## src/rtl/keypad_scanner.sv

```systemverilog
// keypad_scanner: 4x4 active-low matrix scanner with debounced press/release and one-shot key codes
module keypad_scanner #(
  parameter int SCAN_DIV     = 8,
  parameter int DEBOUNCE_CNT = 3
) (
  input  logic       clk,
  input  logic       rst_n,
  input  logic [3:0] row,
  output logic [3:0] col,
  output logic [3:0] key_code,
  output logic       key_valid,
  output logic       key_held
);
  localparam int DW = $clog2(SCAN_DIV);
  localparam logic [3:0] DEB = 4'(DEBOUNCE_CNT);
  typedef enum logic [1:0] {SCAN, DEBOUNCE, HELD} state_t;
  state_t        state_q, state_d;
  logic [DW-1:0] dwell_q, dwell_d;
  logic [3:0]    row_m_q, row_s_q, col_q, col_d, key_code_q, key_code_d, deb_q, deb_d;
  logic [1:0]    col_idx_q, col_idx_d, row_idx_q, row_idx_d, hit_idx;
  logic          key_valid_q, key_valid_d, key_held_q, key_held_d;
  logic          sample, one_low, match, accept, rel;
  always_ff @(posedge clk or negedge rst_n)
    if (!rst_n) begin
      row_m_q     <= 4'b1111;
      row_s_q     <= 4'b1111;
      state_q     <= SCAN;
      dwell_q     <= '0;
      deb_q       <= '0;
      col_idx_q   <= '0;
      row_idx_q   <= '0;
      col_q       <= 4'b1110;
      key_code_q  <= '0;
      key_valid_q <= 1'b0;
      key_held_q  <= 1'b0;
    end else begin
      row_m_q     <= row;
      row_s_q     <= row_m_q;
      state_q     <= state_d;
      dwell_q     <= dwell_d;
      deb_q       <= deb_d;
      col_idx_q   <= col_idx_d;
      row_idx_q   <= row_idx_d;
      col_q       <= col_d;
      key_code_q  <= key_code_d;
      key_valid_q <= key_valid_d;
      key_held_q  <= key_held_d;
    end
  assign sample  = dwell_q == DW'(SCAN_DIV - 1);
  assign dwell_d = sample ? '0 : dwell_q + 1'b1;
  always_comb begin
    one_low = 1'b1;
    hit_idx = 2'd0;
    case (row_s_q)
      4'b1110: hit_idx = 2'd0;
      4'b1101: hit_idx = 2'd1;
      4'b1011: hit_idx = 2'd2;
      4'b0111: hit_idx = 2'd3;
      default: one_low = 1'b0;
    endcase
  end
  assign match = one_low && hit_idx == row_idx_q;
  always_comb begin
    state_d   = state_q;
    deb_d     = deb_q;
    col_idx_d = col_idx_q;
    row_idx_d = row_idx_q;
    accept    = 1'b0;
    rel       = 1'b0;
    if (sample) begin
      case (state_q)
        SCAN: begin
          state_d   = one_low ? DEBOUNCE : SCAN;
          deb_d     = one_low ? 4'd1 : deb_q;
          row_idx_d = one_low ? hit_idx : row_idx_q;
          col_idx_d = one_low ? col_idx_q : col_idx_q + 2'd1;
        end
        DEBOUNCE: begin
          state_d   = match ? DEBOUNCE : SCAN;
          deb_d     = match ? deb_q + 4'd1 : 4'd0;
          col_idx_d = match ? col_idx_q : col_idx_q + 2'd1;
        end
        HELD:    deb_d = row_s_q[row_idx_q] ? deb_q + 4'd1 : 4'd0;
        default: state_d = SCAN;
      endcase
      // DEBOUNCE_CNT==1 accepts straight out of SCAN because the check follows the case
      if (state_d == DEBOUNCE && deb_d == DEB) begin
        accept  = 1'b1;
        state_d = HELD;
        deb_d   = 4'd0;
      end else if (state_q == HELD && deb_d == DEB) begin
        rel       = 1'b1;
        state_d   = SCAN;
        deb_d     = 4'd0;
        col_idx_d = col_idx_q + 2'd1;
      end
    end
  end
  always_comb begin
    col_d       = ~(4'b0001 << col_idx_d);
    key_valid_d = accept;
    key_code_d  = accept ? {row_idx_d, col_idx_d} : key_code_q;
    key_held_d  = accept | (key_held_q & ~rel);
  end
  assign col       = col_q;
  assign key_code  = key_code_q;
  assign key_valid = key_valid_q;
  assign key_held  = key_held_q;
endmodule
```

## config.mk

```make
export PLATFORM = sky130hd
export DESIGN_NAME = keypad_scanner
export DESIGN_NICKNAME = d
export VERILOG_FILES = /design/src/rtl/keypad_scanner.sv
export SDC_FILE = /design/constraint.sdc
export NUM_CORES = 1
export LEC_CHECK = 0
export BUFFER_PORTS_ARGS = -buffer_cell sky130_fd_sc_hd__buf_2
export CAP_MARGIN = 20
export CORE_ASPECT_RATIO = 1.75
export CORE_MARGIN = 2
export CORE_UTILIZATION = 60
export DETAILED_ROUTE_END_ITERATION = 12
export GPL_ROUTABILITY_DRIVEN = 0
export PLACE_DENSITY_LB_ADDON = 0.08
export SLEW_MARGIN = 15
export SYNTH_ARGS = -nofsm -noshare
export SYNTH_HDL_FRONTEND = slang
export SYNTH_SLANG_ARGS = --single-unit
```

## constraint.sdc

```tcl
create_clock -name clk -period 6.9 [get_ports clk]
set_input_delay 1.38 -clock clk [delete_from_list [all_inputs] [get_ports clk]]
set_output_delay 1.38 -clock clk [all_outputs]
set_load 0.1 [all_outputs]
```

**Yosys cells after proc, flatten, opt, wreduce, memory -nomap -nowiden**

Cells that the tools add are included.

- Flip-flop bits (word level): 31
- Input port bits: 6
- Output and inout port bits: 10
- Word-level logic and storage cells: 67

- Add/sub/neg operators: 3
- Magnitude comparators: 1
- Eq/ne operators: 10
- Shift operators: 1
- Multiplexer cells: 32
- Bitwise gates (word level): 4
- Reductions and logical operators: 5

Operators with widths:

| operator | count |
|---|---|
| $mux W4 | 6 |
| $mux W2 | 11 |
| $eq A4 B4 Y1 const B | 3 |
| $pmux W2 S3 | 2 |
| $pmux W4 S3 | 1 |
| $mux W1 | 9 |
| $add A4 B1 Y4 const B | 1 |
| $eq A2 B1 Y1 const B | 2 |
| $eq A4 B2 Y1 const B | 1 |
| $eq A4 B3 Y1 const B | 1 |
| $not A4 Y4 | 1 |
| $pmux W2 S2 | 1 |
| $reduce_or A4 Y1 | 1 |
| $shl A1 B2 Y4 const A | 1 |
| $add A3 B1 Y3 const B | 1 |
| $eq A3 B3 Y1 const B | 1 |
| $logic_and A1 B1 Y1 | 3 |
| $lt A2 B3 Y1 const B | 1 |
| $mux W3 | 1 |
| $add A2 B1 Y2 const B | 1 |
| $bmux W1 S2 | 1 |
| $eq A2 B2 Y1 | 1 |
| $eq A2 B2 Y1 const B | 1 |
| $logic_not A2 Y1 | 1 |
| 3 further kinds | 3 |

**Depth between registers and ports, before layout**

- Word-level depth: 15
- Mapped depth: 8
- Mapped depth without buffers: 8

**Least setup slack after synthesis**

No wires, ideal clock.

- Path kind: register -> register
- From: register row_s_q[3]
- To: register key_code_q[0], in the netlist key_code[0]
- Setup time: 125 ps
- Arrival: 2189 ps
- Required time: 6775 ps
- Path slack: 4586 ps
- Cell stages (with the launch flop): 9
- Buffers on the path: 1
- Clock period less this slack: 2314 ps
- Cells stage by stage: dfstp_2 buf_2 and4b_1 a211o_1 o31a_1 o211a_1 o211a_4 nand2_4 mux2_4

- Word-level cells in the longest chain between the ends: 12
- Elaborated cells on any way between the ends: 32
- Those cells by class: eq/ne (7); mux (21); reduce/logical (4)

Ends and longest elaborated chain:

| item | RTL line | RTL |
|---|---|---|
| start, declared | 19 | `logic [3:0] row_m_q, row_s_q, col_q, col_d, key_code_q, key_code_d, deb_q, deb_d;` |
| start signal, assigned | 38 | `row_s_q <= row_m_q;` |
| $eq A4 B3 Y1 or $eq A4 B4 Y1 (tied branches) | 54 | `case (row_s_q)` |
| $pmux W2 S3 or $reduce_or A4 Y1 (tied branches) | -- |  |
| $eq A2 B2 Y1 or $mux W1 (tied branches) | 62, 54 |  |
| $logic_and A1 B1 Y1 | 62 | `assign match = one_low && hit_idx == row_idx_q;` |
| $mux W4 | 80 | `deb_d = match ? deb_q + 4'd1 : 4'd0;` |
| $pmux W4 S3 | 71 | `case (state_q)` |
| $mux W4 | 70 | `if (sample) begin` |
| $eq A4 B2 Y1 | 87, 91 |  |
| $logic_and A1 B1 Y1 | 91 | `end else if (state_q == HELD && deb_d == DEB) begin` |
| $mux W2 | 91 |  |
| $mux W2 | 87 | `if (state_d == DEBOUNCE && deb_d == DEB) begin` |
| $mux W2 | 70 |  |
| end signal, assigned | 45 | `key_code_q <= key_code_d;` |
| end, declared | 19 |  |

Parallel ways exist; a longest one is shown, timed or not. The select of a mux whose other input is x is not followed.
A chain may end at the register's enable or synchronous reset.

**Worst setup path in the final report**

- From: register col_q[1], in the netlist col[1]
- To: output col[1]

RTL lines:

| item | RTL line | RTL |
|---|---|---|
| start, declared | 19 |  |
| start signal, assigned | 44 | `col_q <= col_d;` |
| end, declared | 9 | `output logic [3:0] col,` |

No word-level cell between the ends.

==> impl_metrics.toml <==
[run_status]
status = "finished, final reports clean"

[power_and_ir_drop]
switching_share_pct = 39.6
p_int_mw = 0.352
combPwrFrac_pct = 31.6
p_sw_mw = 0.231
power.share.clock_pct = 26.3
p_leak_nw = 0.811
peakVddDrop_mv = 0.322
power_frac_seq_pct = 42.1
p_per_area_nw_per_um2 = 324

[logic_synthesis]
synth_top_area_share_pct = 30.9
synth.area.top_cells = "dfrtp_1 31%, dfstp_2 18%, nand2_1 3.9%"
netlist_area_um2 = 1620
netlist_instances = 146
synthFlopType = "dfrtp_1"
async_flop_share_pct = 100
yosys-top-cells-count = "20 x dfrtp_1, 17 x nand2_1, 11 x dfstp_2, 9 x nor2_1, 6 x inv_1"
synth_nets = 155
avgSynthCellArea_um2 = 11.1
synth_edf_count = 0
synth.most_common_cell = "dfrtp_1"
synth_cell_type_count = 48
ys_warn_count = 0
synth_top_cell_by_area = "dfrtp_1"
synth-seq-cells = 31
ys_seq_area_share_pct = 48.8

[sta]
setup_viol = 0
worstMarginPinSlew_ns = 0.640
rsz0062_at_grt = "false"
worst_slack_ns = 4.31
fin_crit_sh_pct = 37.6
finalHoldViolCount = 0
whs_ns = 0.347
finClkSkew_ns = 0.00729
finalCriticalPeriod_ns = 2.59
drv_slew = 0
slew_headroom_pct = 57.3
fmax_mhz = 385
fin_setup_tns_ns = 0

[clock_network]
cts_tree = "yes"
path_clk_slew_ns = 0.06
cts.sinks = 31
htreeDepth = 2
cts_setup_buffers = 0
clk_latency_ns = 0.28
cts_buffer_depth = 2
root_buffer = "clkbuf_8"
holdBufCountCts = 0
numCtsBuffers = 5
post_cts_resized = 0

[place]
port_buffers = 15
pre_cts_ws_ns = 4.44
dp_hpwl_um = 2170
dpl_cell_area_um2 = 1700

[critical_path]
r2r.worst_path.cells = 7
worst-path-buf-inv = 1
critPathTopFamily = "flip-flops"
start_kind = "flip-flop"
max_stage_delay_ns = 0.52
end_kind = "output pin"
critPathRequiredTime_ns = 5.52
criticalPathCategory = "reg -> out"
arrival_ns = 1.21
cp_num_cells = 1
crit_fanout = 1
worst_path_max_delay_cell = "dfstp_2"
crit_chain = "buf_2"

[finish]
drive_above_1_share_pct = 28.4
syn2layout_area_growth_pct = 10.9
nFillCells = 184
fin_nets = 170
final_util_pct = 71.2
finalInstanceArea_um2 = 1800
num_antenna_cells = 0

[floorplanning]
start_util_pct = 64.2
die_w_um = 43.3
coreArea_um2 = 2520
die_h_um = 72.7
dieArea_um2 = 3150
ios = 16
rows = 24

[route]
ant_nets = 0
drt_iter0_drc = 20
drc = 0
routed_wl_um = 3220
routedWlPerCell_um = 17.1
vias = 1180
firstDrtPassIters = 4
avgViaCountPerCell = 6.28

[global_route]
grt_max_degree = 32
antenna_found_initial = 0
grt_pass1_vias = 1225
grt_pass1_wl_um = 5690
overflow = 0
grtUsageTotal_pct = 24.4

[run]
maxCapViolations = 0

[min_path]
hold_path_depth = 0
worstHoldPathType = "reg -> reg"
[area by class of cell]
type / count / area, um2 / share of cell area, %
timing repair buffer: 15 / 75.1 / 4.18
tap: 26 / 32.5 / 1.81
sequential: 31 / 790 / 44.0
clock buffer: 8 / 100 / 5.57
inverter: 6 / 22.5 / 1.25
multi-input combinational: 102 / 776 / 43.2
[layer usage]
metal | global-route usage [%] | share of wire, % | vias to the layer above
met3 | 4.46 | 2.4 | 8
met1 | 30.5 | 41 | 591
met4 | 10.8 | 2.1 | 0
met5 | 0 | 0 | -
met2 | 40.8 | 55 | 20
li1 | - | - | 561
[cells by family after synthesis]
family / synth area share, %
fa+ha+maj: 2.32
simple gates: 16.8
mux: 8.42
compound gates: 18.8
flops: 48.8
xor+xnor: 1.62
buf+inv: 3.32
[worst register-to-register path: cells and delay by family (launching register included)]
| family | cells | cell delay, ns |
|---|---|---|
| AO/OA/AOI/OAI | 3 | 0.88 |
| AND/OR/NAND/NOR | 3 | 0.56 |
| flip-flops | 1 | 0.60 |
| multiplexers | 1 | 0.32 |
[stage by stage]
step           total power, mW  instances
6_report                 0.582        188
5_1_grt                  0.609        188
4_1_cts                  0.585        188
3_5_place_dp             0.429        180
3_3_place_gp             0.425        180
2_1_floorplan            0.394        146
[flip-flops by register name (all words and copies together), names as in the netlist]
register   count
row_idx_q      2
col            4
key_code       4
row_s_q        4
deb_q          4
key_held       1
row_m_q        4
col_idx_q      2
state_q        2
dwell_q        3
key_valid      1
[power by group through the flow]
stage          Sequential, mW  Combinational, mW  Clock [mW]
5_1_grt                 0.250              0.196       0.163
6_report                0.245              0.184       0.153
4_1_cts                 0.245              0.185       0.155
2_1_floorplan           0.317             0.0769           0
3_5_place_dp            0.246              0.182           0
3_3_place_gp            0.244              0.181           0
[worst paths after layout]
| check | startpoint | end | slack [ns] |
|---|---|---|---|
| setup / recovery | col[1] | col[1] | 4.31 |
| hold / removal | row_m_q[1] | row_s_q[1] | 0.35 |
| setup reg to reg | row_s_q[2] | key_code[3] | 4.41 |
| hold reg to reg | row_m_q[1] | row_s_q[1] | 0.35 |
| max in group asynchronous | rst_n | key_valid | 5.36 |
| min in group asynchronous | rst_n | deb_q[1] | 1.12 |
[cells in the final DEF, fill, tap and decap left out, types with 2 or more instances in the layout]
cell | Yosys | routed
and2_1 | 2 | 2
clkbuf_8 | 0 | 7
a22o_1 | 2 | 2
a31oi_1 | 3 | 3
a21oi_1 | 3 | 3
nand3_1 | 5 | 5
o21ai_0 | 4 | 4
and4b_1 | 2 | 2
mux2_4 | 4 | 4
buf_2 | 4 | 15
ha_1 | 3 | 3
nor2b_1 | 5 | 5
nand2_1 | 17 | 17
inv_1 | 6 | 6
xor2_1 | 2 | 2
o2111ai_1 | 2 | 2
dfrtp_1 | 20 | 20
nand2b_1 | 3 | 3
dfstp_2 | 11 | 11
o211ai_1 | 3 | 3
nor2_1 | 9 | 9
mux2i_1 | 5 | 5
nand3b_1 | 3 | 3
(Power assumes the default switching activity.)
